<file path="src/rtl/uart_cfg_ctrl.sv">
// Boot-time programmer for uart_regs followed by a serialised host register port.
// Define UART_CFG_FIFO_EN to include the FIFO-control write (W_FCR) in the init sequence.
`ifndef UART_ADDR_WIDTH
`define UART_ADDR_WIDTH 3
`endif

module uart_cfg_ctrl #(
    parameter logic [15:0] DIVISOR  = 16'd27,
    parameter logic [7:0]  LCR_INIT = 8'h03,
    parameter logic [7:0]  FCR_INIT = 8'hC0,
    parameter logic [3:0]  IER_INIT = 4'h0,
    parameter logic [4:0]  MCR_INIT = 5'h03
) (
    input  logic                        clk,
    input  logic                        wb_rst_i,
    input  logic                        host_req_i,
    input  logic                        host_we_i,
    input  logic [`UART_ADDR_WIDTH-1:0] host_addr_i,
    input  logic [7:0]                  host_dat_i,
    output logic [7:0]                  host_dat_o,
    output logic                        host_ack_o,
    input  logic                        reinit_i,
    output logic                        init_done_o,
    output logic [`UART_ADDR_WIDTH-1:0] uart_addr_o,
    output logic [7:0]                  uart_dat_o,
    output logic                        uart_we_o,
    output logic                        uart_re_o,
    input  logic [7:0]                  uart_dat_i
);
    localparam int AW = `UART_ADDR_WIDTH;
    localparam logic [AW-1:0] ADDR_TR = AW'(0);
    localparam logic [AW-1:0] ADDR_IE = AW'(1);
    localparam logic [AW-1:0] ADDR_FC = AW'(2);
    localparam logic [AW-1:0] ADDR_LC = AW'(3);
    localparam logic [AW-1:0] ADDR_MC = AW'(4);

    typedef enum logic [3:0] {
        BOOT,
        W_LCRD,
        W_DLL,
        W_DLM,
        W_LCR,
`ifdef UART_CFG_FIFO_EN
        W_FCR,
`endif
        W_IER,
        W_MCR,
        RUN
    } state_t;

    typedef enum logic [1:0] {
        H_IDLE,
        H_ACC,
        H_WAIT,
        H_ACK
    } host_state_t;

    state_t                state_reg;
    host_state_t           host_state_reg;
    logic                  pending_reg;
    logic                  init_done_reg;
    logic                  host_ack_reg;
    logic [7:0]            host_dat_reg;
    logic [AW-1:0]         uart_addr_reg;
    logic [7:0]            uart_dat_reg;
    logic                  uart_we_reg;
    logic                  uart_re_reg;

    state_t                seq_next;
    logic [AW-1:0]         seq_addr;
    logic [7:0]            seq_dat;
    logic                  reinit_accept;
    logic                  pending_next;

`ifndef UART_CFG_FIFO_EN
    // Without FIFO support the UART keeps its reset FCR, so this value goes nowhere.
    logic [7:0] fcr_unused;
    assign fcr_unused = FCR_INIT;
`endif

    // Successor of the current init state and the register write performed in it.
    // RUN maps to W_LCRD so reinit acceptance reuses the first write of the sequence.
    always_comb begin
        seq_next = RUN;
        seq_addr = ADDR_LC;
        seq_dat  = 8'h80 | LCR_INIT;
        case (state_reg)
            BOOT:   begin seq_next = W_LCRD; seq_addr = ADDR_LC; seq_dat = 8'h80 | LCR_INIT; end
            W_LCRD: begin seq_next = W_DLL;  seq_addr = ADDR_TR; seq_dat = DIVISOR[7:0];     end
            W_DLL:  begin seq_next = W_DLM;  seq_addr = ADDR_IE; seq_dat = DIVISOR[15:8];    end
`ifdef UART_CFG_FIFO_EN
            W_DLM:  begin seq_next = W_LCR;  seq_addr = ADDR_LC; seq_dat = LCR_INIT & 8'h7F; end
            W_LCR:  begin seq_next = W_FCR;  seq_addr = ADDR_FC; seq_dat = FCR_INIT | 8'h06; end
            W_FCR:  begin seq_next = W_IER;  seq_addr = ADDR_IE; seq_dat = {4'h0, IER_INIT}; end
`else
            W_DLM:  begin seq_next = W_LCR;  seq_addr = ADDR_LC; seq_dat = LCR_INIT & 8'h7F; end
            W_LCR:  begin seq_next = W_IER;  seq_addr = ADDR_IE; seq_dat = {4'h0, IER_INIT}; end
`endif
            W_IER:  begin seq_next = W_MCR;  seq_addr = ADDR_MC; seq_dat = {3'b000, MCR_INIT}; end
            W_MCR:  begin seq_next = RUN;    seq_addr = ADDR_LC; seq_dat = 8'h80 | LCR_INIT; end
            RUN:    begin seq_next = W_LCRD; seq_addr = ADDR_LC; seq_dat = 8'h80 | LCR_INIT; end
            default: begin seq_next = RUN;   seq_addr = ADDR_LC; seq_dat = 8'h80 | LCR_INIT; end
        endcase
    end

    assign reinit_accept = (state_reg == RUN) && (host_state_reg == H_IDLE) && pending_reg;
    assign pending_next  = (pending_reg & ~reinit_accept) | reinit_i;

    always_ff @(posedge clk or posedge wb_rst_i) begin
        if (wb_rst_i) begin
            state_reg      <= BOOT;
            host_state_reg <= H_IDLE;
            pending_reg    <= 1'b0;
            init_done_reg  <= 1'b0;
            host_ack_reg   <= 1'b0;
            host_dat_reg   <= 8'h00;
            uart_addr_reg  <= '0;
            uart_dat_reg   <= 8'h00;
            uart_we_reg    <= 1'b0;
            uart_re_reg    <= 1'b0;
        end else begin
            uart_we_reg  <= 1'b0;
            uart_re_reg  <= 1'b0;
            host_ack_reg <= 1'b0;
            pending_reg  <= pending_next;
            if (state_reg != RUN) begin
                state_reg <= seq_next;
                if (seq_next == RUN) begin
                    // A reinit latched during the sequence keeps done low and restarts at once.
                    init_done_reg <= ~pending_next;
                end else begin
                    uart_we_reg   <= 1'b1;
                    uart_addr_reg <= seq_addr;
                    uart_dat_reg  <= seq_dat;
                end
            end else begin
                case (host_state_reg)
                    H_IDLE: begin
                        if (pending_reg) begin
                            state_reg     <= W_LCRD;
                            init_done_reg <= 1'b0;
                            uart_we_reg   <= 1'b1;
                            uart_addr_reg <= seq_addr;
                            uart_dat_reg  <= seq_dat;
                        end else if (host_req_i) begin
                            host_state_reg <= H_ACC;
                            uart_we_reg    <= host_we_i;
                            uart_re_reg    <= ~host_we_i;
                            uart_addr_reg  <= host_addr_i;
                            uart_dat_reg   <= host_dat_i;
                        end
                    end
                    H_ACC: begin
                        // The strobe still visible this cycle tells which access is in flight.
                        if (uart_we_reg) begin
                            host_state_reg <= H_ACK;
                            host_ack_reg   <= 1'b1;
                        end else begin
                            host_state_reg <= H_WAIT;
                        end
                    end
                    H_WAIT: begin
                        host_dat_reg   <= uart_dat_i;
                        host_ack_reg   <= 1'b1;
                        host_state_reg <= H_ACK;
                    end
                    H_ACK: begin
                        host_state_reg <= H_IDLE;
                    end
                    default: begin
                        host_state_reg <= H_IDLE;
                    end
                endcase
            end
        end
    end

    assign host_dat_o  = host_dat_reg;
    assign host_ack_o  = host_ack_reg;
    assign init_done_o = init_done_reg;
    assign uart_addr_o = uart_addr_reg;
    assign uart_dat_o  = uart_dat_reg;
    assign uart_we_o   = uart_we_reg;
    assign uart_re_o   = uart_re_reg;

endmodule

</file>
<file path="config.mk">
export PLATFORM = sky130hd
export DESIGN_NAME = uart_cfg_ctrl
export DESIGN_NICKNAME = d
export VERILOG_FILES = /design/src/rtl/uart_cfg_ctrl.sv
export SDC_FILE = /design/constraint.sdc
export NUM_CORES = 1
export LEC_CHECK = 0
export CAP_MARGIN = 0
export CORE_MARGIN = 2
export CORE_UTILIZATION = 50
export DETAILED_ROUTE_END_ITERATION = 8
export PLACE_DENSITY = 0.85
export SLEW_MARGIN = 25
export SYNTH_ARGS = -nofsm -noshare
export SYNTH_HDL_FRONTEND = slang
export SYNTH_SLANG_ARGS = --single-unit
</file>
<file path="constraint.sdc">
create_clock -name clk -period 3.39 [get_ports clk]
set_input_delay 0.339 -clock clk [delete_from_list [all_inputs] [get_ports clk]]
set_output_delay 0.339 -clock clk [all_outputs]
set_load 0.1 [all_outputs]
</file>
==> impl_metrics.ini, run 1 <==
[status]
status = completed

[grt]
grt_usage_pct = 19.7
gr-total-overflow = 0
grt_pass1_vias = 1180
antenna_found_initial = 0
grt_pass1_wl_um = 5090
grt_max_degree = 30

[routing]
postRouteAntennaNets = 0
wirelength_um = 3040
firstDrtPassIters = 5
drc = 0
dr.first_iter.drc_count = 19
via_per_inst = 5.24
dr_total_vias = 1127
wl_per_cell_um = 14.1

[sta]
slew_violations = 0
rsz0062_at_grt = no
fin_skew_ns = 0.00859
hold_viol = 0
fin_setup_tns_ns = 0
setup_viol = 0
layout_min_cycle_time_ns = 2.28
max_slew.worst_pin.slew_ns = 0.980
fmax_mhz = 438
relSlewSlack_pct = 34.4
setup_slack_ns = 1.11
post-route-period-util_pct = 67.3

[die]
coreArea_mm2 = 0.00298
start_util_pct = 51.6
io_pins = 47
die_area_mm2 = 0.00353
die_width_um = 59.5
die_y_um = 59.5
std_cell_rows = 20

[logic_synthesis]
netlist_instances = 133
ys_seq_area_share_pct = 47.2
avgSynthCellArea_um2 = 11.6
syn_nets = 168
synthDistinctLibCells = 28
ys_ff_latch = 29
synth_warnings = 0
syn-cell-area_mm2 = 0.00154

[placed_design]
pre_cts_slack_ns = 1.12
io_buffers = 46
hpwl_um = 2380
globalplace.congestion = 0.885

[clock_tree]
cts_sinks = 29
clock_latency_ns = 0.33
cts_tree = done
path_clk_slew_ns = 0.09
numCtsBuffers = 5
clk_path_buf_depth = 2
hold_buffers = 0
post_cts_resized = 0
cts_setup_buffers = 0
root_buffer = clkbuf_4
htree_levels = 2

[worst_setup_path]
worstPathMaxFanout = 11
start_kind = flop
critPathArrivalTime_ns = 2.50
worst_path_dominant_cell_family = compound AO/OA/AOI/OAI gates
crit_chain = ha_1 -> nand2_1 -> o21ai_2 -> mux2_2
end_kind = flop
cpPeakStageDelay_ns = 0.66
slowest_stage = o21ai_2
cp.required_ns = 3.61
critPathKind = flop to flop
crit_buf_inv = 0

[finish]
fill_cells = 221
final_nets = 216
multiInputGateArea_um2 = 707
diodes = 0
syn_to_final_growth_pct = 33.8
drive_gt1_share_pct = 13.2
regArea_um2 = 726

[job]
max-cap-violations = 0

[min_path]
hold_path.class = input port to asynchronous set/reset pin
cells in the mapped netlist:
| library cell | n | area (um^2) |
|---|---|---|
| dfrtp_1 | 29 | 726 |
| inv_1 | 14 | 52.6 |
| a21oi_1 | 11 | 55.1 |
| ha_1 | 11 | 138 |
| mux2i_1 | 11 | 110 |
| mux2_2 | 9 | 101 |
| nand2_1 | 7 | 26.3 |
| nor2b_1 | 6 | 37.5 |
| o21ai_0 | 6 | 30.0 |
| mux2_4 | 3 | 45.0 |
| buf_2 | 2 | 10.0 |
| buf_6 | 2 | 22.5 |
| nand2b_1 | 2 | 12.5 |
| nand3_1 | 2 | 10.0 |
| nand3b_1 | 2 | 15.0 |
| nor2_1 | 2 | 7.51 |
| nor3b_1 | 2 | 15.0 |
| o21ai_2 | 2 | 17.5 |
| a211oi_1 | 1 | 7.51 |
| a21o_1 | 1 | 7.51 |
| a22o_1 | 1 | 8.76 |
| a31oi_1 | 1 | 6.26 |
| and3b_1 | 1 | 8.76 |
| and4b_1 | 1 | 10.0 |
| buf_12 | 1 | 20.0 |
| nor4b_4 | 1 | 23.8 |
| o21a_1 | 1 | 7.51 |
| o22ai_1 | 1 | 6.26 |
layout by cell type (no fill, tap or decap):
| master | count |
|---|---|
| a211oi_1 | 1 |
| a21o_1 | 1 |
| a21oi_1 | 11 |
| a22o_1 | 1 |
| a31oi_1 | 1 |
| and3b_1 | 1 |
| and4b_1 | 1 |
| clkbuf_4 | 5 |
| clkbuf_8 | 2 |
| clkdlybuf4s50_1 | 46 |
| clkinv_2 | 1 |
| dfrtp_1 | 29 |
| ha_1 | 11 |
| inv_1 | 13 |
| inv_2 | 1 |
| mux2_2 | 9 |
| mux2_4 | 3 |
| mux2i_1 | 11 |
| nand2_1 | 7 |
| nand2b_1 | 2 |
| nand3_1 | 2 |
| nand3b_1 | 2 |
| nor2_1 | 2 |
| nor2b_1 | 6 |
| nor3b_1 | 2 |
| nor4b_4 | 1 |
| o21a_1 | 1 |
| o21ai_0 | 6 |
| o21ai_2 | 2 |
| o22ai_1 | 1 |
layer usage:
layer  global-route usage, %  wire length (um)
met4                    9.74                71
met2                    36.3              1610
met3                    5.02               191
met5                       0                 0
met1                    20.2              1170
metrics by stage:
| step | std cells | area [um^2] | hold WS, ns | utilization [%] |
|---|---|---|---|---|
| after floorplan | 133 | 1540 | 0.417 | - |
| after global placement | 207 | 1990 | 0.485 | 66.7 |
| after detailed placement | 207 | 1990 | 0.492 | 66.7 |
| after CTS | 215 | 2060 | 0.513 | 69.1 |
| after global routing | 215 | 2060 | 0.456 | 69.1 |
| final | 215 | 2060 | 0.394 | 69.1 |
final timing paths:
kind	from	to	slack, ns	cells past startpoint
max in group asynchronous	wb_rst_i	host_dat_o[5]	2.60	2
worst min register to register	host_dat_o[6]	host_dat_o[6]	0.51	1
worst max-delay path	state_reg[0]	uart_addr_o[2]	1.11	4
worst min-delay path	wb_rst_i	uart_dat_o[6]	0.39	2
worst max register to register	state_reg[0]	uart_addr_o[2]	1.11	4
min in group clk	host_dat_o[6]	host_dat_o[6]	0.51	1
cells by family after synthesis:
| group | share of synthesized area (%) |
|---|---|
| simple gates | 10.8 |
| fa+ha+maj | 8.95 |
| buf+inv | 6.83 |
| compound gates | 9.52 |
| mux | 16.7 |
| flops | 47.2 |
final cells by class:
type / count / area share [%]
Sequential cell: 29 / 35.3
Multi-Input combinational cell: 85 / 34.4
Timing Repair Buffer: 46 / 22.4
Clock buffer: 7 / 3.16
Inverter: 14 / 2.55
Tap cell: 33 / 2.01
Clock inverter: 1 / 0.243
worst register-to-register path, delay by kind of cell, from the launching register on:
kind                       cells  cell delay [ns]
AOI/OAI and AO/OA              1             0.66
DFF                            1             0.47
muxes                          1             0.41
adders and majority gates      1             0.40
and+or+nand+nor                1             0.23
Power of run 1 is not shown: default switching activity piles up to over one toggle a cycle in this logic, so the estimate is an artifact.
==> inputs of run 2 (changes only) <==
CORE_UTILIZATION = 42   (was 50)
PLACE_DENSITY = 0.76   (was 0.85)
clock period = 2.05 ns   (was 3.39 ns; I/O delays follow)
==> run 2 against run 1 <==
  * Count of clock-buffer cells in the layout stayed put
  * Highest routed layer unchanged
  * Final cell count is 7.4% higher
  * Routed wire length is 2.6% higher
  * Critical path type unchanged
==> impl_metrics.ini, run 2 (synthesis results as in run 1) <==
[status]
status = completed

[worst_setup_path]
end_kind = flop
slowest_stage = dfrtp_2
critPathArrivalTime_ns = 2.12
worstPathMaxFanout = 7
critPathKind = flop to flop
cp.required_ns = 2.30
crit_buf_inv = 2
start_kind = flop
crit_chain = inv_1 -> ha_1 -> nor4b_4 -> o21ai_2 -> o21ai_4 -> buf_4 -> mux2i_1
cpPeakStageDelay_ns = 0.45
worst_path_dominant_cell_family = flip-flops

[routing]
wl_per_cell_um = 13.5
via_per_inst = 4.90
postRouteAntennaNets = 0
dr.first_iter.drc_count = 20
drc = 0
wirelength_um = 3120
dr_total_vias = 1132
firstDrtPassIters = 2

[placed_design]
hpwl_um = 2360
io_buffers = 46
globalplace.congestion = 0.770

[finish]
final_nets = 219
finalCoreUtilization_pct = 60.8
final_common_cell = dfrtp_1
drive_gt1_share_pct = 27.6
final_cell_mix = dfrtp_1, buf_4, clkdlybuf4s50_1, inv_1
fill_cells = 286
syn_to_final_growth_pct = 35.0
diodes = 0

[grt]
grt_usage_pct = 17.5
grt_max_degree = 30
gr-total-overflow = 0
grt_pass1_wl_um = 5500
grt_pass1_vias = 1200
antenna_found_initial = 0

[die]
io_pins = 47
die_area_mm2 = 0.00416
coreArea_mm2 = 0.00342
std_cell_rows = 21
die_y_um = 64.5
start_util_pct = 45.0
die_width_um = 64.5

[sta]
max_slew.worst_pin.slew_ns = 0.491
setup_viol = 0
fmax_mhz = 533
rsz0062_at_grt = no
fin_skew_ns = 0.0124
hold_viol = 0
post-route-period-util_pct = 91.4
slew_violations = 0
fin_setup_tns_ns = 0
layout_min_cycle_time_ns = 1.87
relSlewSlack_pct = 67.3

[clock_tree]
cts_sinks = 29
path_clk_slew_ns = 0.10
clock_latency_ns = 0.33
cts_tree = done
htree_levels = 2
cts_setup_buffers = 0
clk_path_buf_depth = 2
numCtsBuffers = 5
root_buffer = clkbuf_4

[min_path]
hold_path.class = input port to asynchronous set/reset pin

[job]
max-cap-violations = 0
==> run 2: through the flow <==
stage,area [um^2],worst slack [ns],std cells,hold WS (ns)
after floorplan,1540,0.248,133,0.283
after global placement,1970,0.169,223,0.488
after detailed placement,1970,0.0649,223,0.494
after CTS,2050,0.00319,231,0.246
after global routing,2080,0.0435,231,0.272
final,2080,0.175,231,0.239
==> run 2: final cells by class <==
cell class	instances	area, um^2	area share, %
Clock inverter	1	30.0	1.45
Sequential cell	29	728	35.1
Multi-Input combinational cell	85	727	35.0
Tap cell	46	57.6	2.77
Inverter	14	52.6	2.53
Clock buffer	7	55.1	2.65
Timing Repair Buffer	49	425	20.5
==> run 2: final timing paths <==
check,startpoint,cells after the start,end,slack (ns)
min in group clk,host_dat_i[2],3,uart_dat_o[2],0.43
worst max register to register,state_reg[1],7,uart_dat_o[6],0.18
worst min-delay path,wb_rst_i,3,pending_reg,0.24
max in group asynchronous,wb_rst_i,3,state_reg[0],1.52
worst min register to register,host_dat_o[3],1,host_dat_o[3],0.52
worst max-delay path,state_reg[1],7,uart_dat_o[6],0.18
==> run 2: per-layer routing <==
layer  up-vias  global-route usage [%]  part of all wire, %
met3         6                    7.12                  6.1
li1        555                       -                    -
met1       543                    20.0                   42
met4         0                    5.32                  1.3
met5         -                       0                    0
met2        28                    29.8                   50
==> run 2: timing repair <==
action                                  4_1_cts  5_1_grt
resized for setup                             0        5
endpoints found under the setup margin        0        9
hold buffers                                  0        0
==> run 2: worst min-delay path: stages <==
cell             delay (ns)
clkdlybuf4s50_1        0.39
inv_1                  0.05
buf_4                  0.33
Power of run 2 is left out for the same reason.
==> inputs of run 3 (changes only) <==
CORE_MARGIN = default   (was 2)
SETUP_SLACK_MARGIN = 0.15   (was default)
==> run 3 against run 2 <==
  * Critical path depth unchanged
  * Largest cell class is now multi-input gates
  * Register-to-register slack improved by 0.05 ns
  * Count of clock-buffer cells in the layout is 2 lower
  * Global-route usage grew 1.1 points
  * Highest routed layer unchanged
  * Die area down 6.1%
==> impl_metrics.ini, run 3 (synthesis results as in run 1) <==
[die]
start_util_pct = 45.0
die_y_um = 62.5
die_area_mm2 = 0.00391
io_pins = 47
coreArea_mm2 = 0.00342
die_width_um = 62.5
std_cell_rows = 21

[routing]
postRouteAntennaNets = 0
dr.first_iter.drc_count = 28
wl_per_cell_um = 13.6
drc = 0
wirelength_um = 3150
dr_total_vias = 1115
firstDrtPassIters = 4
via_per_inst = 4.81

[status]
status = completed

[finish]
fin_cells = 232
final_common_cell = dfrtp_1
drive_gt1_share_pct = 30.6
fill_cells = 295
final_nets = 220
finalCoreUtilization_pct = 60.4
diodes = 0
fin_area_mm2 = 0.00206
syn_to_final_growth_pct = 34.1
final_cell_mix = dfrtp_1, buf_4, clkdlybuf4s50_1, inv_1

[clock_tree]
hold_buffers = 0
root_buffer = clkbuf_4
numCtsBuffers = 5
cts_tree = done
clk_path_buf_depth = 2
clock_latency_ns = 0.34
htree_levels = 2
cts_sinks = 29
path_clk_slew_ns = 0.10

[placed_design]
place_area_mm2 = 0.00197
hpwl_um = 2340
dp_cells = 223
globalplace.congestion = 0.780
io_buffers = 46

[sta]
fmax_mhz = 549
layout_min_cycle_time_ns = 1.82
slew_violations = 0
rsz0062_at_grt = yes
relSlewSlack_pct = 64.4
setup_viol = 0
fin_skew_ns = 0.00384
post-route-period-util_pct = 88.8
hold_viol = 0
max_slew.worst_pin.slew_ns = 0.534

[worst_setup_path]
start_kind = flop
worstPathMaxFanout = 7
reg2reg_depth = 7
ff2ff_setup_slack_ns = 0.23
cp.required_ns = 2.31
end_kind = flop
critPathArrivalTime_ns = 2.08
timing.rr.end = uart_dat_o[0]
critPathKind = flop to flop
r2r_start = state_reg[1]

[job]
max-cap-violations = 0

[grt]
grt_pass1_wl_um = 5560
gr-total-overflow = 0
grt_usage_pct = 18.6
grt_max_degree = 30
antenna_found_initial = 0
grt_pass1_vias = 1202

[min_path]
hold_path.class = input port to asynchronous set/reset pin
run 3: changes by cell type in the layout (fill, tap and decap cells not counted), sizes merged:
cell / delta
clkbuf: -2
clkinv: +2
bufinv: -1
buf: +1
clkinvlp: +1
run 3: how the worst max path moves through the flow:
stage	to	depth (start not counted)	from	slack (ns)
after floorplan	uart_addr_o[0]	7	state_reg[0]	0.25
after global placement	uart_dat_o[3]	6	state_reg[0]	0.19
after detailed placement	uart_dat_o[0]	6	state_reg[0]	-0.03
after CTS	uart_dat_o[0]	7	state_reg[1]	0.13
after global routing	uart_dat_o[0]	7	state_reg[1]	0.13
final	uart_dat_o[0]	7	state_reg[1]	0.23
run 3: layer usage:
metal | GRT usage, % | part of all wire [%] | vias to the layer above
li1 | - | - | 559
met4 | 9.59 | 2.2 | 0
met2 | 32.5 | 49 | 32
met1 | 20.8 | 43 | 516
met3 | 4.74 | 5.1 | 8
met5 | 0 | 0 | -
run 3: through the flow:
step                hold WS, ns  TNS [ns]  setup WS, ns
finish                    0.231         0         0.229
global route              0.268         0         0.134
CTS                       0.245         0         0.130
detailed placement        0.496   -0.0272       -0.0265
global placement          0.488         0         0.188
floorplan                 0.283         0         0.248
run 3: critical path, stage by stage, from the launching register on:
cell and delay (ns):
dfrtp_2 0.46, buf_4 0.15, ha_1 0.21, nor4b_4 0.24
o21ai_2 0.13, o21ai_4 0.14, buf_6 0.19, mux2i_1 0.23
run 3: final cells by class:
cell class                 instances  area, um^2  area share (%)
sequential                        29         728            35.3
tap                               46        57.6            2.79
inverter                          14        52.6            2.55
timing repair buffer              50         437            21.2
clock buffer                       5        37.5            1.82
clock inverter                     3        17.5           0.850
multi-input combinational         85         732            35.5
run 3: what timing repair did:
item | in CTS | in global routing
resized for setup | 5 | 4
setup endpoints to repair | 11 | 12
setup buffers | 0 | 1
pin swaps | 0 | 0
Power of run 3 is left out for the same reason.
